==> config.mk <==
export PLATFORM = sky130hd
export DESIGN_NAME = cdb_arbiter_flat
export DESIGN_NICKNAME = d
export VERILOG_FILES = /design/src/rtl/cdb_arbiter_pkg.sv /design/src/rtl/cdb_arbiter_if.sv /design/src/rtl/cdb_arbiter_rr_picker.sv /design/src/rtl/cdb_arbiter.sv /design/src/flat_wrapper.sv
export SDC_FILE = /design/constraint.sdc
export NUM_CORES = 1
export LEC_CHECK = 0
export BUFFER_PORTS_ARGS = -buffer_cell sky130_fd_sc_hd__buf_2
export CORE_AREA = 2 2 195 197
export CTS_BUF_LIST = sky130_fd_sc_hd__clkbuf_4
export CTS_CLUSTER_SIZE = 8
export DETAILED_ROUTE_END_ITERATION = 6
export DIE_AREA = 0 0 197 199
export PLACE_DENSITY = 0.43
export SYNTH_ARGS = -nofsm -noshare
export SYNTH_HDL_FRONTEND = slang
export SYNTH_SLANG_ARGS = --single-unit
==> constraint.sdc <==
create_clock -name clk -period 12.05 [get_ports clk]
set_input_delay 1.205 -clock clk [delete_from_list [all_inputs] [get_ports clk]]
set_output_delay 1.205 -clock clk [all_outputs]
set_load 0.01 [all_outputs]
==> src/rtl/cdb_arbiter_pkg.sv <==
// Shared micro-architecture constants and the writeback packet carried on the CDB.
// Imported by the CDB arbiter, its interface and its round-robin picker.
package cdb_arbiter_pkg;

    localparam int NUM_FU    = 5;
    localparam int NUM_CDB   = 2;
    localparam int XLEN      = 32;
    localparam int ROB_TAG_W = 6;
    localparam int PREG_W    = 7;

    // Requester index equals the FU slot number.
    typedef enum logic [2:0] {
        FU_ALU0 = 3'd0,
        FU_ALU1 = 3'd1,
        FU_MEM  = 3'd2,
        FU_AGU  = 3'd3,
        FU_MDU  = 3'd4
    } fu_slot_e;

    typedef struct packed {
        logic                 is_valid;
        logic [ROB_TAG_W-1:0] rob_tag;
        logic [PREG_W-1:0]    dest_preg;
        logic [XLEN-1:0]      data;
    } writeback_packet_t;

endpackage

==> src/rtl/cdb_arbiter_if.sv <==
// FU-result / grant / broadcast bundle between the execute stage and the CDB arbiter.
// The execute stage is the master, the arbiter is the slave.
interface cdb_arbiter_if
    import cdb_arbiter_pkg::*;
#(
    parameter int N_REQ = NUM_FU,
    parameter int N_CDB = NUM_CDB
) ();

    writeback_packet_t fu_results [N_REQ];
    logic [N_REQ-1:0]  fu_cdb_gnts;
    writeback_packet_t cdb_ports  [N_CDB];

    modport master (
        output fu_results,
        input  fu_cdb_gnts,
        input  cdb_ports
    );

    modport slave (
        input  fu_results,
        output fu_cdb_gnts,
        output cdb_ports
    );

endinterface

==> src/rtl/cdb_arbiter_rr_picker.sv <==
// Round-robin picker: rotate the request vector to start at 'start', priority-encode,
// then rotate the winner back. Requires N >= 2 and start < N.
module cdb_rr_picker #(
    parameter int N     = 5,
    parameter int IDX_W = $clog2(N)
) (
    input  logic [N-1:0]     req,
    input  logic [IDX_W-1:0] start,
    output logic [N-1:0]     pick,
    output logic             found
);

    function automatic logic [IDX_W-1:0] wrap_add(input logic [IDX_W-1:0] base,
                                                  input logic [IDX_W-1:0] off);
        logic [IDX_W:0] sum;
        sum = {1'b0, base} + {1'b0, off};
        if (sum >= (IDX_W+1)'(N)) begin
            sum = sum - (IDX_W+1)'(N);
        end
        return sum[IDX_W-1:0];
    endfunction

    logic [N-1:0]     rotated;
    logic [IDX_W-1:0] rot_sel;

    always_comb begin
        rotated = '0;
        for (int j = 0; j < N; j++) begin
            rotated[j] = req[wrap_add(start, IDX_W'(j))];
        end
    end

    // Scanning downward leaves the lowest rotated position as the winner.
    always_comb begin
        found   = 1'b0;
        rot_sel = '0;
        for (int j = N - 1; j >= 0; j--) begin
            if (rotated[j]) begin
                found   = 1'b1;
                rot_sel = IDX_W'(j);
            end
        end
    end

    always_comb begin
        pick = '0;
        if (found) begin
            pick[wrap_add(start, rot_sel)] = 1'b1;
        end
    end

endmodule

==> src/rtl/cdb_arbiter.sv <==
// Zero-latency CDB arbiter: round-robin over FU result registers with a starvation
// backstop; grants double as the FU output-register advance enables.
module cdb_arbiter
    import cdb_arbiter_pkg::*;
#(
    parameter int N_REQ        = NUM_FU,
    parameter int N_CDB        = NUM_CDB,
    parameter int STARVE_LIMIT = 7,
    parameter int CNT_W        = $clog2(STARVE_LIMIT + 1)
) (
    input  logic clk,
    input  logic rst,
    input  logic flush,
    cdb_arbiter_if.slave bus
);

    localparam int               IDX_W    = $clog2(N_REQ);
    localparam logic [CNT_W-1:0] CNT_MAX  = CNT_W'(STARVE_LIMIT);
    localparam logic [IDX_W-1:0] LAST_IDX = IDX_W'(N_REQ - 1);

    logic [IDX_W-1:0] rr_ptr;
    logic [CNT_W-1:0] starve_cnt [N_REQ];

    logic             kill;
    logic [N_REQ-1:0] valid;
    logic [N_REQ-1:0] starved;
    logic [N_REQ-1:0] normal;

    logic [N_REQ-1:0] taken      [N_CDB+1];
    logic [N_REQ-1:0] s_pick     [N_CDB];
    logic [N_REQ-1:0] n_pick     [N_CDB];
    logic [N_REQ-1:0] port_pick  [N_CDB];
    logic             s_found    [N_CDB];
    logic             n_found    [N_CDB];
    logic             port_found [N_CDB];
    logic [IDX_W-1:0] port_idx   [N_CDB];

    logic             any_grant;
    logic [IDX_W-1:0] last_idx;
    logic [IDX_W-1:0] next_rr;

    function automatic logic [IDX_W-1:0] onehot_idx(input logic [N_REQ-1:0] oh);
        logic [IDX_W-1:0] idx;
        idx = '0;
        for (int i = 0; i < N_REQ; i++) begin
            if (oh[i]) begin
                idx = IDX_W'(i);
            end
        end
        return idx;
    endfunction

    always_comb begin
        kill = rst | flush;
        for (int i = 0; i < N_REQ; i++) begin
            valid[i]   = bus.fu_results[i].is_valid;
            starved[i] = bus.fu_results[i].is_valid && (starve_cnt[i] == CNT_MAX);
        end
        normal = valid & ~starved;
    end

    assign taken[0] = '0;

    // Each port takes the next starved requester if any remain, else the next normal one;
    // earlier ports' picks are masked out so no requester lands on two ports.
    for (genvar k = 0; k < N_CDB; k++) begin : g_port
        cdb_rr_picker #(.N(N_REQ)) u_starved (
            .req   (starved & ~taken[k]),
            .start (rr_ptr),
            .pick  (s_pick[k]),
            .found (s_found[k])
        );

        cdb_rr_picker #(.N(N_REQ)) u_normal (
            .req   (normal & ~taken[k]),
            .start (rr_ptr),
            .pick  (n_pick[k]),
            .found (n_found[k])
        );

        assign port_pick[k]  = s_found[k] ? s_pick[k] : n_pick[k];
        assign port_found[k] = s_found[k] | n_found[k];
        assign port_idx[k]   = onehot_idx(port_pick[k]);
        assign taken[k+1]    = taken[k] | port_pick[k];
    end

    always_comb begin
        any_grant = 1'b0;
        last_idx  = rr_ptr;
        for (int k = 0; k < N_CDB; k++) begin
            if (port_found[k]) begin
                any_grant = 1'b1;
                last_idx  = port_idx[k];
            end
        end
        next_rr = (last_idx == LAST_IDX) ? '0 : last_idx + 1'b1;
    end

    always_comb begin
        bus.fu_cdb_gnts = kill ? '0 : taken[N_CDB];
        for (int k = 0; k < N_CDB; k++) begin
            bus.cdb_ports[k] = (!kill && port_found[k]) ? bus.fu_results[port_idx[k]] : '0;
        end
    end

    always_ff @(posedge clk) begin
        if (rst || flush) begin
            rr_ptr <= '0;
            for (int i = 0; i < N_REQ; i++) begin
                starve_cnt[i] <= '0;
            end
        end else begin
            if (any_grant) begin
                rr_ptr <= next_rr;
            end
            // Counters saturate rather than wrap so a starved requester stays starved.
            for (int i = 0; i < N_REQ; i++) begin
                if (valid[i] && !taken[N_CDB][i]) begin
                    if (starve_cnt[i] != CNT_MAX) begin
                        starve_cnt[i] <= starve_cnt[i] + 1'b1;
                    end
                end else begin
                    starve_cnt[i] <= '0;
                end
            end
        end
    end

    always_ff @(posedge clk) begin
        if (!kill) begin
            assert ((bus.fu_cdb_gnts & ~valid) == '0);
            assert ($countones(bus.fu_cdb_gnts) ==
                    (($countones(valid) < N_CDB) ? $countones(valid) : N_CDB));
            for (int k = 0; k < N_CDB; k++) begin
                assert ($onehot0(port_pick[k]));
                if (k > 0) begin
                    assert (!port_found[k] || port_found[k-1]);
                end
            end
        end
    end

endmodule

==> src/flat_wrapper.sv <==
// flat-port wrapper written by rule: the top's interface ports become plain ports
module cdb_arbiter_flat import cdb_arbiter_pkg::*;
#(
    parameter int N_REQ        = NUM_FU,
    parameter int N_CDB        = NUM_CDB,
    parameter int STARVE_LIMIT = 7,
    parameter int CNT_W        = $clog2(STARVE_LIMIT + 1)
)
  (clk, rst, flush, bus_fu_results, bus_fu_cdb_gnts, bus_cdb_ports);
  cdb_arbiter_if #(.N_REQ(N_REQ), .N_CDB(N_CDB)) bus_i ();
  input  logic clk;
  input  logic rst;
  input  logic flush;
  input wire logic [$bits(bus_i.fu_results)-1:0] bus_fu_results;
  output wire logic [$bits(bus_i.fu_cdb_gnts)-1:0] bus_fu_cdb_gnts;
  output wire logic [$bits(bus_i.cdb_ports)-1:0] bus_cdb_ports;
  assign bus_i.fu_results = {>>{bus_fu_results}};
  assign bus_fu_cdb_gnts = bus_i.fu_cdb_gnts;
  assign bus_cdb_ports = {>>{bus_i.cdb_ports}};
  cdb_arbiter #(.N_REQ(N_REQ), .N_CDB(N_CDB), .STARVE_LIMIT(STARVE_LIMIT), .CNT_W(CNT_W)) u_core (.clk(clk), .rst(rst), .flush(flush), .bus(bus_i));
endmodule
## Word-level counts from Yosys, hierarchy flattened

Memories as Yosys holds them, arrays and structs flattened.
Index checks and enable logic that the tools add are counted.

| operators by class | value |
|---|---|
| $add $sub $neg | 23 |
| $lt $le $gt $ge | 24 |
| equal/unequal tests | 11 |
| multiplexer cells | 174 |
| bitwise gates (word level) | 21 |
| reduce and logical (&&, ||, !) cells | 23 |

Operator list:

| kind | number |
|---|---|
| 46-bit binary-select mux with 3-bit select | 2 |
| 46-bit two-way mux | 6 |
| 3-bit two-way mux | 48 |
| 1-bit two-way mux | 85 |
| 1-bit binary-select mux with 3-bit select | 20 |
| 3-bit by 4-bit less-than comparator with 1-bit output, second input constant | 9 |
| 4-bit by 3-bit >= comparator with 1-bit output, second input constant | 8 |
| 3-bit subtractor, second input constant | 9 |
| 5-bit two-way mux | 5 |
| 3-bit by 1-bit adder with 3-bit output, second input constant | 6 |
| 3-bit equality test, second input constant | 6 |
| 3-bit by 3-bit adder with 4-bit output | 4 |
| 1-bit logical AND | 16 |
| 5-bit bitwise AND | 3 |
| 3-bit != test, second input constant | 5 |
| 1-bit bitwise OR | 13 |
| 1-bit demux with 3-bit select | 4 |
| 3-bit by 1-bit >= comparator with 1-bit output, second input constant | 4 |
| 5-bit inverter | 2 |
| 3-bit by 2-bit adder with 4-bit output, second input constant | 2 |
| 4-bit >= comparator, second input constant | 2 |
| 2-bit two-way mux | 4 |
| 3-bit inverter with 4-bit output | 2 |
| 1-bit logical NOT | 6 |
| 5 further kinds | 5 |

| storage, ports and cells | value |
|---|---|
| flip-flop bits (word level) | 3 |
| bits in writable memories | 15 |
| memories kept | 1 |

Memories:

| memory | depth | width | read ports | clocked after Yosys merged registers in | write ports | RTL line | source |
|---|---|---|---|---|---|---|---|
| u_core.starve_cnt | 5 | 3 | 5 | 0 | 5 | cdb_arbiter.sv:22 | `logic [CNT_W-1:0] starve_cnt [N_REQ];` |

## Longest topological paths before layout

Gate-level depths: netlist of the first run.
An unclocked memory read counts as a cell.

| logic depth | value |
|---|---|
| word-level depth | 50 |
| depth in mapped cells | 49 |
| gate-level depth less buffers | 43 |

## Cells and area by module

A second synthesis of the first run with hierarchy kept.

| second synthesis, totals | value |
|---|---|
| cell total of the unflattened synthesis | 1401 |
| area, all modules | 9731.8 µm² |

By module, submodules not included:

| module | instances | cells an instance | area an instance (µm²) | seq. area each (µm²) |
|---|---|---|---|---|
| cdb_arbiter | 1 | 777 | 5092.4 | 480.5 |
| cdb_rr_picker at u_core.g_port[0].u_normal ... | 3 | 156 | 1157.4 | 0.0 |
| cdb_rr_picker at u_core.g_port[1].u_normal | 1 | 156 | 1167.4 | 0.0 |

## Worst setup path after synthesis of the first run

No wires, ideal clock.

| timing path | value |
|---|---|
| path type | register to output |
| start point | register u_core.rr_ptr[1] |
| end point | output port bus_cdb_ports[15] |
| data arrival time | 9.770 ns |
| data required time | 10.845 ns |
| setup slack | 1.075 ns |
| stages on the path, launching flop included | 44 |
| buffers on the path | 5 |
| path through | dfxtp_1 > clkbuf_1 > inv_1 > ha_1 > ha_1 > clkbuf_1 > nor2b_1 > or3_1 > a211oi_1 > nand2_1 > a21oi_1 > nor3_1 > nor2_1 > ha_1 > fa_1 > inv_1 > ha_1 > nor2b_1 > [8 not listed] > a21oi_1 > nor2_1 > ha_1 > fa_1 > inv_1 > ha_1 > nor2b_1 > o21ai_0 > a211oi_1 > nor2_1 > xnor2_1 > a2111oi_2 > buf_6 > a32oi_2 > o21a_1 > buf_6 > buf_4 > a211oi_2 |

| between the ends | value |
|---|---|
| word-level cells in the longest chain between the ends | 48 |
| elaborated cells between the ends (all ways) | 157 |
| classes of those cells | add/sub (17); order compare (17); mux (113); bitwise (5); reduce/logical (5) |

Ends and longest elaborated chain:

| item | RTL line | source |
|---|---|---|
| from (decl) | cdb_arbiter.sv:21 | `logic [IDX_W-1:0] rr_ptr;` |
| from (signal assigned) | cdb_arbiter.sv:114 | `rr_ptr <= next_rr;` |
| 3-bit by 3-bit adder with 4-bit output | cdb_arbiter_rr_picker.sv:16 | `sum = {1'b0, base} + {1'b0, off};` |
| 4-bit by 3-bit >= comparator with 1-bit output / 3-bit subtractor (equally long branches) | cdb_arbiter_rr_picker.sv:17, cdb_arbiter_rr_picker.sv:18 |  |
| 3-bit two-way mux | cdb_arbiter_rr_picker.sv:17 | `if (sum >= (IDX_W+1)'(N)) begin` |
| 1-bit binary-select mux with 3-bit select | cdb_arbiter_rr_picker.sv:29 | `rotated[j] = req[wrap_add(start, IDX_W'(j))];` |
| 1-bit two-way mux (implied by the code) | cdb_arbiter_rr_picker.sv:29 |  |
| 3-bit two-way mux (5 in series) | cdb_arbiter_rr_picker.sv:38 | `if (rotated[j]) begin` |
| 3-bit by 3-bit adder with 4-bit output | cdb_arbiter_rr_picker.sv:16 |  |
| 4-bit by 3-bit >= comparator with 1-bit output / 3-bit subtractor (equally long branches) | cdb_arbiter_rr_picker.sv:17, cdb_arbiter_rr_picker.sv:18 |  |
| [26 not listed] | n/a |  |
| 5-bit two-way mux | cdb_arbiter.sv:81 | `assign port_pick[k] = s_found[k] ? s_pick[k] : n_pick[k];` |
| 1-bit two-way mux | cdb_arbiter.sv:46 | `if (oh[i]) begin` |
| 2-bit two-way mux (2 in series) | cdb_arbiter.sv:46 |  |
| 3-bit two-way mux | cdb_arbiter.sv:46 |  |
| 3-bit inverter with 4-bit output (implied by the code) | cdb_arbiter.sv:102 | `bus.cdb_ports[k] = (!kill && port_found[k]) ? bus.fu_results[port_idx[k]] : '0;` |
| 46-bit binary-select mux with 3-bit select | cdb_arbiter.sv:102 |  |
| 46-bit two-way mux (implied by the code) (2 in series) | cdb_arbiter.sv:102 |  |
| 46-bit two-way mux (*) | cdb_arbiter.sv:102 |  |
| to (decl) | flat_wrapper.sv:16 | `output wire logic [$bits(bus_i.cdb_ports)-1:0] bus_cdb_ports;` |

Every way passes the cells marked *; elsewhere a longest branch is shown, timed or not. The select of a mux whose other input is x is not followed.

## Final worst setup path of the first run

| timing path | value |
|---|---|
| start point | register u_core.rr_ptr[1] |
| end point | output port bus_cdb_ports[36] |

The elaborated chain is that of the path after synthesis.

==> results of run 1 <==
[kinds of logic (layout without fill, tap and decap cells)]
logic type | Yosys count | in the layout | share of synthesized area [%]
flip-flops | 18 | 18 | 5.22
adder cells (fa/ha/maj) | 45 | 45 | 6.52
buffers and inverters | 148 | 408 | 8.20
multiplexers | 68 | 68 | 7.77
other | 0 | 8 | 0
AND/OR/NAND/NOR | 497 | 498 | 27.8
AO/OA/AOI/OAI | 478 | 479 | 43.2
XOR/XNOR | 13 | 13 | 1.32
[worst min-delay path by stage]
| stage | startpoint | end | slack [ps] | depth (start not counted) |
|---|---|---|---|---|
| final | u_core.starve_cnt[4][0] | u_core.starve_cnt[4][0] | 610 | 2 |
| after global routing | u_core.starve_cnt[4][0] | u_core.starve_cnt[4][0] | 620 | 2 |
| after global placement | u_core.starve_cnt[4][0] | u_core.starve_cnt[4][0] | 570 | 2 |
| after CTS | u_core.starve_cnt[4][0] | u_core.starve_cnt[4][0] | 590 | 2 |
| after detailed placement | u_core.starve_cnt[4][0] | u_core.starve_cnt[4][0] | 570 | 2 |
| after floorplan | u_core.starve_cnt[4][0] | u_core.starve_cnt[4][0] | 530 | 2 |
[layer usage]
| metal | vias up | track usage, % | wire [microns] |
|---|---|---|---|
| li1 | 5444 | - | - |
| met1 | 5555 | 29.3 | 19600 |
| met2 | 522 | 38.2 | 22400 |
| met3 | 86 | 3.24 | 3070 |
| met4 | 8 | 5.46 | 1130 |
| met5 | - | 0 | 47 |
[stage by stage]
step                      util, %  setup WS [ps]
after detailed placement     30.3            298
after global routing         31.0          -7.12
final                        31.0            656
after floorplan                 -           1080
after CTS                    30.4           39.4
after global placement       30.3            322
[cell type report]
class                   count  area (sq um)  share of cell area [%]
diodes                      8          20.0                   0.174
clock buffers               3          22.5                   0.196
clock inverters             1          3.75                  0.0326
inverters                  23          88.8                   0.772
multi-input cells        1103          8180                    71.1
flip-flops and latches     18           483                    4.20
well taps                 474           593                    5.16
repair buffers            381          2110                    18.3
[repair_timing]
| item | in CTS | in global routing |
|---|---|---|
| endpoints found under the setup margin | 3 | 50 |
| resized for setup | 4 | 22 |
| setup buffers | 0 | 8 |
| gates cloned | 0 | 2 |
| pin swaps | 0 | 1 |
[synthesized netlist by cell type (6+ instances only)]
cell type                  number  area [sq um]
sky130_fd_sc_hd__nand2_1      135           507
sky130_fd_sc_hd__nor2_1       103           387
sky130_fd_sc_hd__a21oi_1       75           375
sky130_fd_sc_hd__a211oi_1      69           518
sky130_fd_sc_hd__o21ai_0       68           340
sky130_fd_sc_hd__nor2b_1       67           419
sky130_fd_sc_hd__clkbuf_1      66           248
sky130_fd_sc_hd__mux2i_1       61           611
sky130_fd_sc_hd__and3_1        53           332
sky130_fd_sc_hd__a311oi_1      47           412
sky130_fd_sc_hd__a211oi_2      42           526
sky130_fd_sc_hd__a221oi_2      41           616
sky130_fd_sc_hd__ha_1          40           500
sky130_fd_sc_hd__buf_2         24           120
sky130_fd_sc_hd__nor3_1        22           110
sky130_fd_sc_hd__inv_1         21          78.8
sky130_fd_sc_hd__nand3_1       18          90.1
sky130_fd_sc_hd__and2_1        14          87.6
sky130_fd_sc_hd__buf_6         14           158
sky130_fd_sc_hd__buf_4         13          97.6
sky130_fd_sc_hd__nand2b_1      13          81.3
sky130_fd_sc_hd__a21oi_2       12           105
sky130_fd_sc_hd__edfxtp_1      12           360
sky130_fd_sc_hd__a31oi_1       11          68.8
sky130_fd_sc_hd__nand4_1       10          62.6
sky130_fd_sc_hd__nor3b_1        9          67.6
sky130_fd_sc_hd__o211ai_1       9          67.6
sky130_fd_sc_hd__xnor2_1        9          78.8
sky130_fd_sc_hd__a22oi_1        8          60.1
sky130_fd_sc_hd__or3_1          8          50.1
sky130_fd_sc_hd__a21o_1         7          52.6
sky130_fd_sc_hd__a221oi_1       7          61.3
sky130_fd_sc_hd__buf_1          7          26.3
sky130_fd_sc_hd__nor4_1         7          43.8
sky130_fd_sc_hd__dfxtp_1        6           120
[critical path: cells and delay by family (launching register included)]
kind	cells	cell delay [ps]
AO/OA/AOI/OAI	12	2920
XOR/XNOR	1	130
adder cells (fa/ha/maj)	8	2710
buffers and inverters	7	900
flip-flops	1	460
multiplexers	2	710
AND/OR/NAND/NOR	11	2020
[state kept, by name, summed over array words and instances (netlist names)]
signal             flops
u_core.rr_ptr          3
u_core.starve_cnt     15
==> results.txt, run 1 <==
----------------------------------------------------
[Synth]
  Avg Cell Area, Syn ... 7.27 sq um
  Sequential element share of the synthesized area ... 5.22%
  Syn Inst Count ... 1267
  Post-Synthesis Cell Area ... 0.00921 sq mm
  Most used DFF post-synth ... sky130_fd_sc_hd__edfxtp_1
  EDFF count, synth ... 12
  Syn_nets ... 1545
  Count of cell types in the netlist ... 93
  Number of warnings printed during yosys synthesis ... 0
  Number of flip-flops and latches in the synthesized netlist ... 18
  Share of async-settable or async-resettable flops after synthesis ... 0%

[Clock tree]
  Clock buffer count from CTS ... 3
  Clock Latency Late Sink ... 300 ps
  Buffer cell driving the clock tree root ... sky130_fd_sc_hd__clkbuf_4
  Number of clock sinks ... 18
  Clock Path Buffers ... 2
  Number of levels the H-tree was split into ... 1
  CTS hold repair buffers ... 0
  Clock tree from TritonCTS ... yes
  Clk pin slew, worst setup/hold paths ... 120 ps

[Floorplanning]
  Total I/O pin count ... 330
  Area of the die ... 0.0392 sq mm
  Die boundary height ... 199 microns
  Area inside the core boundary ... 0.0371 sq mm
  Rows ... 71
  Initial standard-cell utilization of the core ... 24.8%
  Overall die width ... 197 microns

[Timing]
  Relative slew slack ... 28.2%
  Post-layout minimum cycle time ... 11390 ps
  Final setup violation count ... 0
  Worst Hold Margin ... 614 ps
  Share of the cycle needed by the critical path after routing ... 94.6%
  Worst-margin pin slew ... 1070 ps
  Final count of hold timing violations ... 0
  Final-layout setup total negative slack ... 0 ps
  Max frequency ... 0.0878 GHz
  Final Max Tran Viols ... 0
  Final setup skew ... 8.39 ps

[Place]
  Number of instances in the placed design ... 1989
  Count of buffers from port buffering ... 329
  Placed Area ... 0.0112 sq mm
  Last weighted congestion value of the routability-driven placer ... 0.959
  HPWL Detailed ... 34300 microns

[Critical path]
  Standard cell with the maximum stage delay on the critical path ... sky130_fd_sc_hd__fa_1
  R2R Path Start ... u_core.rr_ptr[1]
  Worst reg2reg path depth ... 42
  Worst Setup SP ... u_core.rr_ptr[1]
  CP Capture Type ... primary output
  Worst EP required ... 10850 ps
  Peak fanout along the critical path ... 20
  Startpoint class of the critical path ... flop
  Worst R2R Setup Slack ... 1700 ps
  Worst stage delay on the critical path ... 600 ps
  Crit path DAT ... 10190 ps
  Capturing instance or port of the critical path ... bus_cdb_ports[36]
  RR Endpoint ... u_core.rr_ptr[2]
  Critical path's most frequent cell ... sky130_fd_sc_hd__ha_1
  Category of the most critical setup path ... reg2out

[Global routing]
  Number of antenna violations at the first check in global routing ... 17
  Sum of overflow across all layers after global routing ... 0
  Gr usage total ... 22.3%
  Maximum number of pins on one net before global-route repair ... 69
  First-pass GRT wire length ... 69000 microns
  Vias in the first global route ... 11.3k

[Min path]
  Class of the worst hold path ... reg2reg

[Flow run]
  Number of max-capacitance violations reported ... 0

[Detailed routing]
  Number of remaining DRC errors ... 0
  Average wire per standard cell ... 23.0 microns
  Final wirelength ... 46300 microns
  DR pass1 iterations ... 7
  Number of vias per cell after detailed routing ... 5.78
  1st-iter DRT viols ... 1043
  Via count of the routed design ... 11.6k
  Number of nets with antenna violations after routing ... 0

[Finish]
  Commonest non-fill, non-tap cell in the layout ... sky130_fd_sc_hd__buf_2
  Final net count ... 1808
  Count of fill cells added during filler insertion ... 4134
  Relative area change from synthesis to final layout ... 24.8%
  Cell Count, Final, Fillers Out ... 2011
  Share of layout cells above drive strength 1 ... 35.4%
  Most used cells in the layout excluding fill and tap cells ... 329 x sky130_fd_sc_hd__buf_2, 133 x sky130_fd_sc_hd__nand2_1, 101 x sky130_fd_sc_hd__nor2_1
  Total non-filler cell area in the finished layout ... 0.0115 sq mm

[Run status]
  Run status ... finished, final reports clean

----------------------------------------------------
Power of run 1 is not shown: default switching activity piles up to over one toggle a cycle in this logic, so the estimate is an artifact.
==> run 2: changes to the inputs <==
- RECOVER_POWER: unset -> 25
==> results.txt, run 2 (same netlist as run 1, synthesis figures left out) <==
----------------------------------------------------
[Run status]
  Run status ... finished with violations
  Violations in the final reports ... DRC, capacitance limit, slew limit

[Timing]
  Worst-margin pin slew ... 2610 ps
  Final setup violation count ... 0
  Relative slew slack ... -74.2%
  Final setup skew ... 4.37 ps
  Final count of hold timing violations ... 0
  Post-route setup slack ... 653 ps
  Final Max Tran Viols ... 69
  Post-layout minimum cycle time ... 11400 ps
  Max frequency ... 0.0877 GHz
  Share of the cycle needed by the critical path after routing ... 94.6%
  Final-layout setup total negative slack ... 0 ps

[Clock tree]
  Clock tree from TritonCTS ... yes
  Number of levels the H-tree was split into ... 1
  Clk pin slew, worst setup/hold paths ... 110 ps
  Number of clock sinks ... 18
  Clock buffer count from CTS ... 3
  Clock Path Buffers ... 2
  Buffer cell driving the clock tree root ... sky130_fd_sc_hd__clkbuf_4
  Clock Latency Late Sink ... 300 ps
  CTS hold repair buffers ... 0

[Finish]
  Commonest non-fill, non-tap cell in the layout ... sky130_fd_sc_hd__buf_2
  Registers with the highest flip-flop counts ... u_core.starve_cnt: 15 flops, u_core.rr_ptr: 3 flops
  Cell Count, Final, Fillers Out ... 2011
  Final net count ... 1808
  Relative area change from synthesis to final layout ... 24.4%
  Most used cells in the layout excluding fill and tap cells ... 304 x sky130_fd_sc_hd__buf_2, 134 x sky130_fd_sc_hd__nand2_1, 101 x sky130_fd_sc_hd__nor2_1
  Share of layout cells above drive strength 1 ... 33.7%
  Count of fill cells added during filler insertion ... 4138
  Max FFs per register ... 15
  Register with the highest flop count ... u_core.starve_cnt

[Detailed routing]
  Number of nets with antenna violations after routing ... 0
  1st-iter DRT viols ... 994
  Number of remaining DRC errors ... 3
  Final wirelength ... 46200 microns
  Average wire per standard cell ... 23.0 microns
  Via count of the routed design ... 11.6k
  Highest metal layer with signal wires ... met5
  DRT met1 WL ... 19600 microns
  DR pass1 iterations ... 7
  Detail Route met3 WL ... 3040 microns
  Number of vias per cell after detailed routing ... 5.77
  Amount of wire on met2 after detailed routing ... 22400 microns

[Critical path]
  RR Endpoint ... u_core.rr_ptr[2]
  CP Capture Type ... primary output
  Standard cell with the maximum stage delay on the critical path ... sky130_fd_sc_hd__or4_4
  Worst stage delay on the critical path ... 570 ps
  Worst R2R Setup Slack ... 1680 ps
  Worst EP required ... 10850 ps
  Crit path DAT ... 10190 ps
  Peak fanout along the critical path ... 46
  R2R Path Start ... u_core.rr_ptr[1]
  Startpoint class of the critical path ... flop
  Critical path's most frequent cell ... sky130_fd_sc_hd__ha_1
  Category of the most critical setup path ... reg2out
  Worst reg2reg path depth ... 45

[Floorplanning]
  Overall die width ... 197 microns
  Area inside the core boundary ... 0.0371 sq mm
  Initial standard-cell utilization of the core ... 24.8%
  Die boundary height ... 199 microns
  Area of the die ... 0.0392 sq mm
  Rows ... 71
  Total I/O pin count ... 330

[Place]
  HPWL Detailed ... 34300 microns
  Worst-case setup slack after placement ... 298 ps
  Last weighted congestion value of the routability-driven placer ... 0.959
  Count of buffers from port buffering ... 329
  Number of instances in the placed design ... 1989

[Global routing]
  Gr usage total ... 22.3%
  Vias in the first global route ... 11.3k
  Number of antenna violations at the first check in global routing ... 17
  Maximum number of pins on one net before global-route repair ... 69
  Sum of overflow across all layers after global routing ... 0
  First-pass GRT wire length ... 69000 microns

[Min path]
  Hold Path Origin ... u_core.starve_cnt[4][0]
  Hold endpoint ... u_core.starve_cnt[4][0]
  Cell depth of the worst hold path ... 2
  Class of the worst hold path ... reg2reg

[Flow run]
  Number of max-capacitance violations reported ... 1

----------------------------------------------------
## run 2: timing repair
item                                    in CTS  in global routing
gates cloned                                 0                  2
gates resized for setup                      4                 22
buffers inserted                             0                  8
pin swaps                                    0                  1
endpoints found under the setup margin       3                 50
## run 2: per-layer routing
layer,up-vias,track usage (%)
met5,-,0
met2,491,38.2
li1,5450,-
met1,5570,29.3
met4,8,5.46
met3,87,3.24
## run 2: final cells by class
cell class	count	area, sq um	share of cell area, %
clock buffers	3	22.5	0.197
repair buffers	381	2070	18.1
inverters	23	88.8	0.775
flip-flops and latches	18	483	4.21
multi-input cells	1103	8170	71.3
clock inverters	1	3.75	0.0328
well taps	474	593	5.18
diodes	8	20.0	0.175
## run 2: worst max-delay path by stage
stage                     cells after the start           endpoint        startpoint  slack, ps
after floorplan                              43  bus_cdb_ports[15]  u_core.rr_ptr[1]       1080
after global placement                       43   bus_cdb_ports[4]  u_core.rr_ptr[1]        320
after detailed placement                     43  bus_cdb_ports[45]  u_core.rr_ptr[1]        300
after CTS                                    42   bus_cdb_ports[4]  u_core.rr_ptr[1]         40
after global routing                         43   bus_cdb_ports[3]  u_core.rr_ptr[1]         -7
final                                        43  bus_cdb_ports[16]  u_core.rr_ptr[1]        650
## run 2: critical path, delay by kind of cell, from the launching register on
kind                       cells  cell delay [ps]
adders and majority gates      8             2490
DFF                            1              460
and+or+nand+nor               11             2080
AOI/OAI and AO/OA             13             2440
buffers and inverters          8             1500
muxes                          2              530
xor gates and xnor gates       1              290
## run 2: through the flow
step | hold slack [ps] | area [sq um] | utilization (%)
3_3_place_gp | 572 | 11200 | 30.3
6_report | 616 | 11500 | 30.9
3_5_place_dp | 568 | 11200 | 30.3
4_1_cts | 591 | 11300 | 30.4
5_1_grt | 619 | 11500 | 30.8
2_1_floorplan | 532 | 9210 | -
Power of run 2 is left out for the same reason.
==> run 3: changes to the inputs <==
- PLACE_DENSITY: 0.43 -> 0.47
==> results.txt, run 3 (same netlist as run 1, synthesis figures left out) <==
----------------------------------------------------
[Run status]
  Run status ... finished with violations
  Violations in the final reports ... capacitance limit, slew limit

[Finish]
  Final net count ... 1819
  Register with the highest flop count ... u_core.starve_cnt
  Relative area change from synthesis to final layout ... 25.2%
  Max FFs per register ... 15
  Total non-filler cell area in the finished layout ... 0.0115 sq mm
  Most used cells in the layout excluding fill and tap cells ... 308 x sky130_fd_sc_hd__buf_2, 133 x sky130_fd_sc_hd__nand2_1, 100 x sky130_fd_sc_hd__nor2_1
  Share of layout cells above drive strength 1 ... 34.5%
  Util after Layout ... 31.1%
  Commonest non-fill, non-tap cell in the layout ... sky130_fd_sc_hd__buf_2
  Count of fill cells added during filler insertion ... 4161
  Registers with the highest flip-flop counts ... u_core.starve_cnt: 15 flops, u_core.rr_ptr: 3 flops

[Floorplanning]
  Initial standard-cell utilization of the core ... 24.8%
  Die boundary height ... 199 microns
  Area inside the core boundary ... 0.0371 sq mm
  Overall die width ... 197 microns
  Area of the die ... 0.0392 sq mm
  Rows ... 71
  Total I/O pin count ... 330

[Clock tree]
  CTS hold repair buffers ... 0
  Clock buffer count from CTS ... 3
  Clk pin slew, worst setup/hold paths ... 150 ps
  Clock Path Buffers ... 2
  Clock Latency Late Sink ... 320 ps
  Buffer cell driving the clock tree root ... sky130_fd_sc_hd__clkbuf_4
  Number of levels the H-tree was split into ... 1
  Clock tree from TritonCTS ... yes
  Number of clock sinks ... 18

[Critical path]
  Worst stage delay on the critical path ... 600 ps
  Startpoint class of the critical path ... flop
  CP Capture Type ... primary output
  Worst EP required ... 10850 ps
  Critical path's most frequent cell ... sky130_fd_sc_hd__ha_1
  Category of the most critical setup path ... reg2out
  Standard cell with the maximum stage delay on the critical path ... sky130_fd_sc_hd__fa_1
  Crit path DAT ... 10200 ps
  Peak fanout along the critical path ... 48

[Timing]
  Max frequency ... 0.0877 GHz
  Final count of hold timing violations ... 0
  Final-layout setup total negative slack ... 0 ps
  Final Max Tran Viols ... 47
  Final setup violation count ... 0
  Worst Hold Margin ... 594 ps
  Share of the cycle needed by the critical path after routing ... 94.6%
  Post-layout minimum cycle time ... 11400 ps
  Final setup skew ... 19.0 ps
  Worst-margin pin slew ... 2250 ps
  Relative slew slack ... -50.1%

[Global routing]
  Sum of overflow across all layers after global routing ... 0
  Maximum number of pins on one net before global-route repair ... 72
  Vias in the first global route ... 11.3k
  Number of antenna violations at the first check in global routing ... 10
  First-pass GRT wire length ... 67500 microns
  Gr usage total ... 21.7%

[Detailed routing]
  1st-iter DRT viols ... 874
  Number of nets with antenna violations after routing ... 0
  Final wirelength ... 45500 microns
  Via count of the routed design ... 11.7k
  Number of vias per cell after detailed routing ... 5.78
  Average wire per standard cell ... 22.6 microns
  DR pass1 iterations ... 5
  Number of remaining DRC errors ... 0

[Place]
  Last weighted congestion value of the routability-driven placer ... 0.938
  HPWL Detailed ... 34200 microns
  Count of buffers from port buffering ... 329
  Placed Area ... 0.0112 sq mm

[Flow run]
  Number of max-capacitance violations reported ... 1

[Min path]
  Class of the worst hold path ... reg2reg

----------------------------------------------------
-- run 3: path summary, 6_finish.rpt --
path | to | depth (start not counted) | slack, ps | from
worst min register to register | u_core.starve_cnt[4][0] | 2 | 590 | u_core.starve_cnt[4][0]
worst max register to register | u_core.rr_ptr[2] | 46 | 1700 | u_core.rr_ptr[0]
worst min-delay path | u_core.starve_cnt[4][0] | 2 | 590 | u_core.starve_cnt[4][0]
worst max-delay path | bus_cdb_ports[7] | 42 | 650 | u_core.rr_ptr[0]
-- run 3: cell type report --
class	instances	area (sq um)	share of cell area (%)
antenna	4	10.0	0.0867
clock buffer	3	22.5	0.195
clock inverter	1	3.75	0.0325
inverter	23	88.8	0.770
multi-input combinational	1102	8160	70.7
sequential	18	483	4.19
tap	474	593	5.14
timing repair buffer	393	2180	18.9
-- run 3: metrics by stage --
stage,std cells,setup WS (ps)
after floorplan,1267,1080
after global placement,1991,373
after detailed placement,1991,188
after CTS,1995,12.4
after global routing,2018,-28.0
final,2018,648
-- run 3: layer usage --
layer	vias up	routed length [microns]	share of wire, %	global-route usage (%)
li1	5457	-	-	-
met1	5604	18800	41	28.0
met2	527	22400	49	38.0
met3	77	3010	6.6	2.54
met4	6	1210	2.7	6.10
met5	-	41	0.090	0
-- run 3: what timing repair did --
action	in CTS	in global routing
endpoints found under the setup margin	14	54
cloned	0	2
pin swaps	0	4
buffers inserted	0	17
resized for setup	2	32
-- run 3: worst max-delay path: cells and delay by family (launching register included) --
family	cells	cell delay, ps
AO/OA/AOI/OAI	12	2700
adder cells (fa/ha/maj)	8	2680
buffers and inverters	6	890
flip-flops	1	430
multiplexers	2	290
AND/OR/NAND/NOR	14	2800
Power of run 3 is left out for the same reason.
